### config.mk
export PLATFORM = sky130hd
export DESIGN_NAME = serial_add_sub
export DESIGN_NICKNAME = d
export VERILOG_FILES = /design/src/rtl/serial_add_sub.sv
export SDC_FILE = /design/constraint.sdc
export NUM_CORES = 1
export LEC_CHECK = 0
export BUFFER_PORTS_ARGS = -buffer_cell sky130_fd_sc_hd__buf_4
export CAP_MARGIN = 20
export CELL_PAD_IN_SITES_DETAIL_PLACEMENT = 1
export CELL_PAD_IN_SITES_GLOBAL_PLACEMENT = 1
export CORE_MARGIN = 3
export CORE_UTILIZATION = 48
export CTS_BUF_LIST = sky130_fd_sc_hd__clkbuf_4
export CTS_CLUSTER_SIZE = 24
export DETAILED_ROUTE_END_ITERATION = 8
export PLACE_DENSITY = 0.95
export SYNTH_ARGS = -nofsm -noshare
export SYNTH_HDL_FRONTEND = slang
export SYNTH_SLANG_ARGS = --single-unit
### constraint.sdc
create_clock -name clk -period 4.35 [get_ports clk]
set_input_delay 0.6525 -clock clk [delete_from_list [all_inputs] [get_ports clk]]
set_output_delay 0.6525 -clock clk [all_outputs]
set_load 0.005 [all_outputs]
### src/rtl/serial_add_sub.sv
`default_nettype none
// ============================================================================
//  Module      : serial_add_sub
//  Description : Digit-serial two's-complement adder/subtractor, W bits per
//                clock, LSB digit first, with start/busy/done handshake.
//  Revision    : 1.0 - initial release
// ============================================================================
module serial_add_sub #(
    parameter int N = 8,
    parameter int W = 2
) (
    input  logic         clk,
    input  logic         rst,
    input  logic         start,
    input  logic         mode,
    input  logic [N-1:0] x,
    input  logic [N-1:0] y,
    input  logic         cIn,
    output logic         busy,
    output logic         done,
    output logic [N-1:0] z,
    output logic         c,
    output logic         v
);

    localparam int            C_ND   = N / W;
    localparam int            C_CW   = (C_ND > 1) ? $clog2(C_ND) : 1;
    localparam logic [C_CW-1:0] C_LAST = C_CW'(C_ND - 1);

    localparam logic [1:0] S_IDLE = 2'd0;
    localparam logic [1:0] S_RUN  = 2'd1;
    localparam logic [1:0] S_DONE = 2'd2;

    generate
        if (N < 2 || W < 1 || W > N || (N % W) != 0) begin : g_bad_params
            $error("serial_add_sub: N must be >= 2 and a multiple of W, 1 <= W <= N");
        end
    endgenerate

    logic [1:0]      r_state;
    logic [1:0]      w_next;
    logic [C_CW-1:0] r_cnt;
    logic [N-1:0]    r_x;
    logic [N-1:0]    r_y;
    logic [N-1:0]    r_acc;
    logic            r_k;
    logic            r_mode;
    logic            r_xs;
    logic            r_ys;
    logic [N-1:0]    r_z;
    logic            r_c;
    logic            r_v;

    logic            w_accept;
    logic            w_last;
    logic [W:0]      w_dig;
    logic            w_kn;
    logic [N+W-1:0]  w_acc_cat;
    logic [N-1:0]    w_acc_nx;
    logic            w_v;

    assign w_accept = start && (r_state != S_RUN);
    assign w_last   = (r_cnt == C_LAST);

    // One W+1 bit slice: top bit is the carry (add) or the sign, i.e. borrow (sub)
    assign w_dig = r_mode ? ({1'b0, r_x[W-1:0]} - {1'b0, r_y[W-1:0]} - {{W{1'b0}}, r_k})
                          : ({1'b0, r_x[W-1:0]} + {1'b0, r_y[W-1:0]} + {{W{1'b0}}, r_k});
    assign w_kn      = w_dig[W];
    assign w_acc_cat = {w_dig[W-1:0], r_acc};
    assign w_acc_nx  = w_acc_cat[N+W-1:W];

    assign w_v = r_mode ? ((r_xs != r_ys) && (w_acc_nx[N-1] != r_xs))
                        : ((r_xs == r_ys) && (w_acc_nx[N-1] != r_xs));

    always_ff @(posedge clk or posedge rst) begin
        if (rst) begin
            r_state <= S_IDLE;
        end else begin
            r_state <= w_next;
        end
    end

    always_comb begin
        w_next = S_IDLE;
        case (r_state)
            S_IDLE:  w_next = start  ? S_RUN  : S_IDLE;
            S_RUN:   w_next = w_last ? S_DONE : S_RUN;
            S_DONE:  w_next = start  ? S_RUN  : S_IDLE;
            default: w_next = S_IDLE;
        endcase
    end

    always_comb begin
        busy = 1'b0;
        done = 1'b0;
        case (r_state)
            S_RUN:   busy = 1'b1;
            S_DONE:  done = 1'b1;
            default: begin
                busy = 1'b0;
                done = 1'b0;
            end
        endcase
    end

    always_ff @(posedge clk or posedge rst) begin
        if (rst) begin
            r_cnt  <= '0;
            r_x    <= '0;
            r_y    <= '0;
            r_acc  <= '0;
            r_k    <= 1'b0;
            r_mode <= 1'b0;
            r_xs   <= 1'b0;
            r_ys   <= 1'b0;
            r_z    <= '0;
            r_c    <= 1'b0;
            r_v    <= 1'b0;
        end else if (w_accept) begin
            r_cnt  <= '0;
            r_x    <= x;
            r_y    <= y;
            r_k    <= cIn;
            r_mode <= mode;
            r_xs   <= x[N-1];
            r_ys   <= y[N-1];
        end else if (r_state == S_RUN) begin
            r_cnt <= r_cnt + 1'b1;
            r_x   <= r_x >> W;
            r_y   <= r_y >> W;
            r_k   <= w_kn;
            r_acc <= w_acc_nx;
            // Visible results only move on completion, never mid-operation
            if (w_last) begin
                r_z <= w_acc_nx;
                r_c <= w_kn;
                r_v <= w_v;
            end
        end
    end

    assign z = r_z;
    assign c = r_c;
    assign v = r_v;

endmodule
`default_nettype wire

==> metrics, run 1 <==
synthesized area=1760 um2; slack of the critical path=1.78 ns; post-synth top area share=56.7%; Crit. End Element=output pin; Max VDD drop=349 uV; Hold Crit Class=in2async; WHS=0.423 ns; # DRC=0; Die W=66.6 um; number of global-route vias before repair=1393; ys async rst share=100%; CTS tree=done; Fin. Hold Viols=0; worst skew pair latency=0.34 ns; Slew HR=63.4%; Place WS=2.16 ns; Port Buffers=32; GRT Util Overall=20.3%; synth-to-layout area growth=18.4%; syn nets=184; routed vias/inst=5.22; DR WL/cell=17.1 um; RSZ-0062 raised after global routing=false; most instantiated cells after synthesis=40 x dfrtp_1, 34 x nand2_1, 19 x mux2i_1; minimum clock period=2.57 ns; number of distinct library cells after synthesis=22; CP arrival=1.92 ns; CP Class=reg2out; num ports=33; clock-pin slew on the worst setup and hold paths=0.12 ns; maxcap violations=0; Final Core Density=60.7%; Ys Warns=0; htree depth=2; Final Skew=0.00771 ns; Setup violations, final=0; CP peak stage delay=0.54 ns; Nets=217; Die Span Y=66.6 um; Slowest-stage cell, CP=inv_2; Clock Path Buffers=2; outcome=complete, no violations; Critical path origin=r_state[1]; Num CTS Buffers=5; post_cts resized=0; full die area=4440 um2; Max Freq=389 MHz; Routed WL=4070 um; Post-synth top flop=dfrtp_1; top post-synthesis cells by area=dfrtp_1 57%, mux2i_1 11%, nand2_1 7.2%, mux2_2 5.7%, o21ai_0 5.1%; critical-path cell list=nand2b_1 > inv_2 > buf_4; Rows=21; Cell Pwr Density=680 nW/um2; initial drt markers=53; crit share post-route=59.2%; syn avg cell area=11.2 um2; Worst Path Max Fanout=37; Layout Cell Area excl Fill=2090 um2; hold buffer count at CTS=0; total global routing overflow=0; Worst-Margin Slew=0.548 ns; layout cells sized above 1=26.0%; Routed Antenna Nets=0; ant diodes=0; largest net degree at the start of global routing=41; Initial Util=51.3%; setup TNS=0 ns; top-count cell post-synth=dfrtp_1; drt pass-1 iters=4; RR Startpoint=r_y[0]; Post-CTS Setup Bufs=0; number of flops mapped to enable cells by yosys=0; initial antenna violation count=0; CP required=3.70 ns; max-slew violation count=0; placed cell count=230; Cell Area, Placed=2040 um2; leading area contributor after synthesis=dfrtp_1; via count=1243; Final Wtd Congestion=0.769; first-pass GRT wire length=6560 um; post-route insts no fill=238; Core Area=3440 um2; total power=1.42 mW; CTS sink cnt=40; Startpoint Class=register; FF+latch count, synth=40; register area share after synthesis=56.7%; Cells after Synth=158; Root Driver=clkbuf_4; leakage=1.08 nW; detailed-placement wirelength estimate=3060 um
-- cell families (layout without fill, tap and decap cells) --
family	count (synthesis)	in the layout	share of synthesized area, %
flip-flops	40	40	56.7
XOR/XNOR	1	1	0.497
multiplexers	28	28	16.5
AO/OA/AOI/OAI	23	23	6.95
adder cells (fa/ha/maj)	5	5	5.25
buffers and inverters	18	52	4.18
AND/OR/NAND/NOR	43	43	9.86
-- cells in the final DEF, fill, tap and decap left out --
master / instances
mux2i_1: 19
o22ai_1: 1
ha_1: 1
xor2_1: 1
buf_4: 33
a31oi_1: 1
clkinv_1: 1
fa_1: 4
mux2_2: 9
nor2_1: 4
o211a_1: 1
nand3_1: 1
o21ai_0: 18
clkbuf_4: 5
inv_1: 10
clkinv_2: 2
a21oi_1: 2
or3_1: 1
nand3b_1: 1
nor2b_1: 1
inv_2: 1
nand2_1: 34
nand2b_1: 1
dfrtp_1: 40
-- routing by layer --
layer  up-vias  part of all wire [%]  global-route usage [%]
li1        581                     -                       -
met1       631                    40                    23.0
met2        23                    55                    37.0
met3         8                   3.0                    4.38
met4         0                   2.4                    7.36
met5         -                     0                       0
-- final timing paths --
check                           cells after the start  slack [ns]     end
min in group clk                                    2        0.50  r_y[4]
worst max register to register                      7        2.23       v
worst min register to register                      2        0.50  r_y[4]
worst max-delay path                                3        1.78    busy
max in group asynchronous                           3        3.57  r_y[6]
worst min-delay path                                3        0.42  r_x[6]
-- flip-flops by register name, indices dropped and copies added (netlist names) --
name / flops
r_x: 8
r_mode: 1
v: 1
r_ys: 1
r_k: 1
r_xs: 1
r_acc: 6
r_y: 8
r_state: 2
c: 1
r_cnt: 2
z: 8
-- where the power goes --
group	internal [mW]	switching, mW	total (mW)
Clock	0.0594	0.117	0.176
Combinational	0.257	0.326	0.584
Sequential	0.538	0.123	0.661
-- layout make-up --
| class | instances | area (um2) |
|---|---|---|
| clock buffers | 5 | 37.5 |
| clock inverters | 3 | 13.8 |
| fillers | 403 | 1350 |
| inverters | 11 | 41.3 |
| multi-input cells | 100 | 689 |
| flip-flops and latches | 40 | 1000 |
| well taps | 46 | 57.6 |
| repair buffers | 33 | 248 |
-- critical path: cells and delay by family (launching register included) --
kind,cells,cell delay (ns)
flip-flops,1,0.42
AND/OR/NAND/NOR,1,0.40
buffers and inverters,2,0.75
Note: power is estimated with default switching activity, not from simulation.
==> inputs of run 2 (changes only) <==
--- a/config.mk
+++ b/config.mk
@@ -10,11 +10,11 @@
 export CELL_PAD_IN_SITES_DETAIL_PLACEMENT = 1
 export CELL_PAD_IN_SITES_GLOBAL_PLACEMENT = 1
 export CORE_MARGIN = 3
-export CORE_UTILIZATION = 48
+export CORE_UTILIZATION = 40
 export CTS_BUF_LIST = sky130_fd_sc_hd__clkbuf_4
 export CTS_CLUSTER_SIZE = 24
 export DETAILED_ROUTE_END_ITERATION = 8
-export PLACE_DENSITY = 0.95
+export PLACE_DENSITY = 0.86
 export SYNTH_ARGS = -nofsm -noshare
 export SYNTH_HDL_FRONTEND = slang
 export SYNTH_SLANG_ARGS = --single-unit
==> constraint.sdc (replaced) <==
create_clock -name clk -period 2.1 [get_ports clk]
set_input_delay 0.315 -clock clk [delete_from_list [all_inputs] [get_ports clk]]
set_output_delay 0.315 -clock clk [all_outputs]
set_load 0.005 [all_outputs]
==> run 2 against run 1 <==
Die area is 18% higher. First-iteration DRC count is 83% lower. Sequential cell count stayed put. Count of clock-buffer cells in the layout stayed put. Clock power grew to 2.8 times the previous value. Highest routed layer unchanged. Via count is 0.80% higher.
==> metrics, run 2 (synthesized netlist as in run 1, its figures left out) <==
outcome=complete, no violations; Worst Path Max Fanout=4; DR WL/cell=15.3 um; commonest cells after routing, fill and taps aside=40 x dfrtp_1, 36 x buf_4, 34 x nand2_1; Place WS=0.0649 ns; synth-to-layout area growth=21.5%; drt pass-1 iters=4; via count=1253; Setup violations, final=0; htree depth=2; RR Startpoint=r_x[0]; post-route insts no fill=245; Nets=220; Routed Antenna Nets=0; Initial Util=42.9%; number of global-route vias before repair=1368; largest net degree at the start of global routing=41; CP arrival=2.24 ns; worst skew pair latency=0.35 ns; Routed WL=3750 um; fill cell count=462; Root Driver=clkbuf_4; CTS sink cnt=40; initial drt markers=9; Max VDD drop=576 uV; maxcap violations=0; max-slew violation count=0; Crit. End Element=register; Clock Path Buffers=2; Hold Crit Class=in2async; Cell Pwr Density=1440 nW/um2; area of the multi-input gates=693 um2; minimum clock period=2.00 ns; ant diodes=0; Max Freq=501 MHz; Final Core Density=52.1%; commonest non-fill, non-tap cell in the layout=dfrtp_1; Final Skew=0.0132 ns; hold buffer count at CTS=0; num ports=33; Core Area=4120 um2; CP peak stage delay=0.43 ns; leakage=1.10 nW; Worst-Margin Slew=0.539 ns; layout cells sized above 1=27.7%; clock-pin slew on the worst setup and hold paths=0.12 ns; slack of the critical path=0.105 ns; GRT Util Overall=16.2%; register area=1000 um2; detailed-placement wirelength estimate=2730 um; routed vias/inst=5.11; full die area=5240 um2; CP Class=reg2reg; Die Span Y=72.4 um; crit share post-route=95.0%; Crit path top cell by count=fa_1; Fin. Hold Viols=0; first-pass GRT wire length=6500 um; initial antenna violation count=0; # DRC=0; Startpoint Class=register; placed cell count=236; Num CTS Buffers=5; total global routing overflow=0; Die W=72.4 um; critical-path cell list=inv_2 > fa_1 > inv_1 > fa_1 > mux2i_2 > or3_1 > a31oi_1; Port Buffers=32; Slew HR=64.0%; CTS tree=done; Rows=23; CP required=2.34 ns; Slowest-stage cell, CP=fa_1; Final Wtd Congestion=0.811; Critical path origin=r_x[0]
-- run 2: stage by stage --
stage	cell area [um2]	setup TNS, ns	total power, mW	hold WS, ns
final	2140	0	3.09	0.0783
after CTS	2130	0	3.09	0.0816
after floorplan	1760	0	2.09	0.442
after detailed placement	2060	0	2.60	0.475
after global routing	2140	-0.0183	3.37	0.102
after global placement	2060	0	2.45	0.457
-- run 2: final timing paths --
kind,cells past startpoint,slack [ns],endpoint
worst max-delay path,7,0.10,v
worst min-delay path,3,0.08,z[4]
worst max register to register,7,0.10,v
worst min register to register,2,0.49,r_x[3]
max in group asynchronous,3,1.67,r_y[5]
min in group clk,2,0.19,r_mode
-- run 2: cell type report --
type                       instances  share of cell area [%]
inverter                          11                    1.93
clock inverter                     3                    1.75
timing repair buffer              36                    12.6
tap                               50                    2.92
multi-input combinational        100                    32.3
sequential                        40                    46.7
clock buffer                       5                    1.75
-- run 2: worst max-delay path, delay by kind of cell, from the launching register on --
| family | cells | cell delay [ns] |
|---|---|---|
| muxes | 1 | 0.23 |
| adders and majority gates | 2 | 0.85 |
| AOI/OAI and AO/OA | 1 | 0.08 |
| DFF | 1 | 0.39 |
| buffers and inverters | 2 | 0.16 |
| and+or+nand+nor | 1 | 0.16 |
-- run 2: metal layers --
metal | vias to the layer above | wire length, um | global-route usage (%)
met2 | 31 | 2000 | 28.9
met3 | 8 | 182 | 4.43
met4 | 0 | 64 | 6.15
met5 | - | 0 | 0
met1 | 620 | 1510 | 18.4
li1 | 594 | - | -
-- run 2: report_power, final --
group / switching [mW] / total (mW) / leakage (nW) / internal, mW
Combinational: 0.661 / 1.25 / 0.554 / 0.590
Sequential: 0.237 / 1.35 / 0.502 / 1.11
Clock: 0.245 / 0.489 / 0.0403 / 0.243
Total: 1.14 / 3.09 / 1.10 / 1.95
-- run 2: what timing repair did --
action                                  in CTS  in global routing
resized for setup                            0                  2
buffers inserted                             0                  1
endpoints found under the setup margin       0                  1
==> inputs of run 3 (changes only) <==
--- a/config.mk
+++ b/config.mk
@@ -7,10 +7,8 @@
 export LEC_CHECK = 0
 export BUFFER_PORTS_ARGS = -buffer_cell sky130_fd_sc_hd__buf_4
 export CAP_MARGIN = 20
-export CELL_PAD_IN_SITES_DETAIL_PLACEMENT = 1
-export CELL_PAD_IN_SITES_GLOBAL_PLACEMENT = 1
 export CORE_MARGIN = 3
-export CORE_UTILIZATION = 40
+export CORE_UTILIZATION = 51
 export CTS_BUF_LIST = sky130_fd_sc_hd__clkbuf_4
 export CTS_CLUSTER_SIZE = 24
 export DETAILED_ROUTE_END_ITERATION = 8
==> run 3 against run 2 <==
Final cell count shrank 2.9%. Total power fell by 2.4%. Wire length shrank 16%. Clock power decreased by 1%. Setup slack better by 0.024 ns. Clock skew is 0.0045 ns lower. Sequential share of layout area grew 0.33 points. Utilization increased by 15 points. Critical path depth is the same. Sequential power is essentially flat. Maximum frequency rose by 1.2%. Critical path type unchanged. Critical endpoint unchanged.
==> metrics, run 3 (synthesized netlist as in run 1, its figures left out) <==
outcome=complete, no violations; detailed-placement wirelength estimate=2370 um; Num CTS Buffers=5; Worst-Margin Slew=0.563 ns; Startpoint Class=register; # DRC=0; DR WL/cell=13.2 um; Core Area=3180 um2; Slowest-stage cell, CP=fa_1; initial antenna violation count=0; Port Buffers=32; Clock Path Buffers=2; clock-pin slew on the worst setup and hold paths=0.11 ns; number of global-route vias before repair=1284; WHS=0.0711 ns; drt pass-1 iters=4; NetSw=1.09 mW; CP arrival=2.24 ns; Crit. End Element=register; full die area=4200 um2; Post-CTS Setup Bufs=0; Root Driver=clkbuf_4; CP Class=reg2reg; max-slew violation count=0; Initial Util=55.5%; maxcap violations=0; Die Span Y=64.8 um; crit share post-route=93.9%; largest net degree at the start of global routing=41; first-pass GRT wire length=5580 um; num ports=33; layout cells sized above 1=26.8%; Max VDD drop=689 uV; Fin. Hold Viols=0; RSZ-0062 raised after global routing=false; R2R Path End=v; part of the power in combinational logic=39.5%; CTS sink cnt=40; commonest non-fill, non-tap cell in the layout=dfrtp_1; Final Wtd Congestion=0.792; post_cts resized=0; Hold Crit Class=in2async; Cell Pwr Density=1420 nW/um2; hold buffer count at CTS=0; Nets=219; minimum clock period=1.97 ns; Die W=64.8 um; switching portion of total power=36.0%; commonest cells after routing, fill and taps aside=40 x dfrtp_1, 35 x buf_4, 34 x nand2_1; RR Startpoint=r_y[0]; critical-path cell list=inv_1 > fa_1 > inv_1 > fa_1 > mux2i_2 > nand3_1 > a31oi_1; Rows=20; GRT Util Overall=17.5%; CP required=2.37 ns; CTS tree=done; htree depth=2; Routed Antenna Nets=0; initial drt markers=66; Slew HR=62.3%; ant diodes=0; synth-to-layout area growth=20.6%; slack of the critical path=0.128 ns; Final Skew=0.00880 ns; Setup violations, final=0; sequential group share of total power=44.5%; r2r setup slk=0.13 ns; via count=1226; CP peak stage delay=0.42 ns; leakage=1.09 nW; routed vias/inst=5.15; setup TNS=0 ns; Clk pwr share=16.0%; Worst Path Max Fanout=4; internal power=1.93 mW; total global routing overflow=0; worst skew pair latency=0.35 ns; Place WS=0.125 ns; Routed WL=3150 um; Max Freq=507 MHz; FF-to-FF path depth=7
[run 3: cell types whose count changed in the layout (fill, tap and decap cells not counted), sizes merged]
cell | before | now
buf | 36 | 35
[run 3: per-layer routing]
metal | vias to the layer above | wire length [um] | share of wire, % | global-route usage (%)
met1 | 603 | 1260 | 40 | 19.5
met4 | 0 | 41 | 1.3 | 4.49
met5 | - | 0 | 0 | 0
met2 | 31 | 1680 | 53 | 31.3
met3 | 5 | 171 | 5.4 | 6.59
li1 | 587 | - | - | -
[run 3: metrics by stage]
step	total power [mW]	instance area, um2	std cells	util [%]
final	3.02	2130	238	67.0
after global routing	3.30	2130	238	67.0
after CTS	3.02	2120	238	66.9
after detailed placement	2.54	2050	230	64.5
after global placement	2.42	2050	230	64.5
after floorplan	2.09	1760	158	-
[run 3: how the worst max path moves through the flow]
stage               startpoint  endpoint  slack [ns]
floorplan               r_x[0]         v        0.29
global placement        r_x[0]         v        0.24
detailed placement      r_x[0]         v        0.13
CTS                     r_x[0]         v        0.10
global route            r_x[0]         v        0.01
finish                  r_y[0]         v        0.13
[run 3: power by group through the flow]
stage	clock network, mW	registers, mW	logic (mW)
after global placement	0	1.33	1.09
after CTS	0.495	1.35	1.18
after detailed placement	0	1.36	1.18
final	0.482	1.34	1.19
after floorplan	0	1.31	0.786
after global routing	0.537	1.39	1.38
[run 3: area by class of cell]
| cell class | instances | area [um2] |
|---|---|---|
| Fill cell | 259 | 1050 |
| Sequential cell | 40 | 1000 |
| Multi-Input combinational cell | 100 | 693 |
| Timing Repair Buffer | 35 | 263 |
| Tap cell | 44 | 55.1 |
| Inverter | 11 | 41.3 |
| Clock buffer | 5 | 37.5 |
| Clock inverter | 3 | 37.5 |
[run 3: critical path, delay by kind of cell (launching register included)]
kind / cells / cell delay, ns
and+or+nand+nor: 1 / 0.11
muxes: 1 / 0.24
DFF: 1 / 0.41
buffers and inverters: 2 / 0.14
adders and majority gates: 2 / 0.80
AOI/OAI and AO/OA: 1 / 0.19
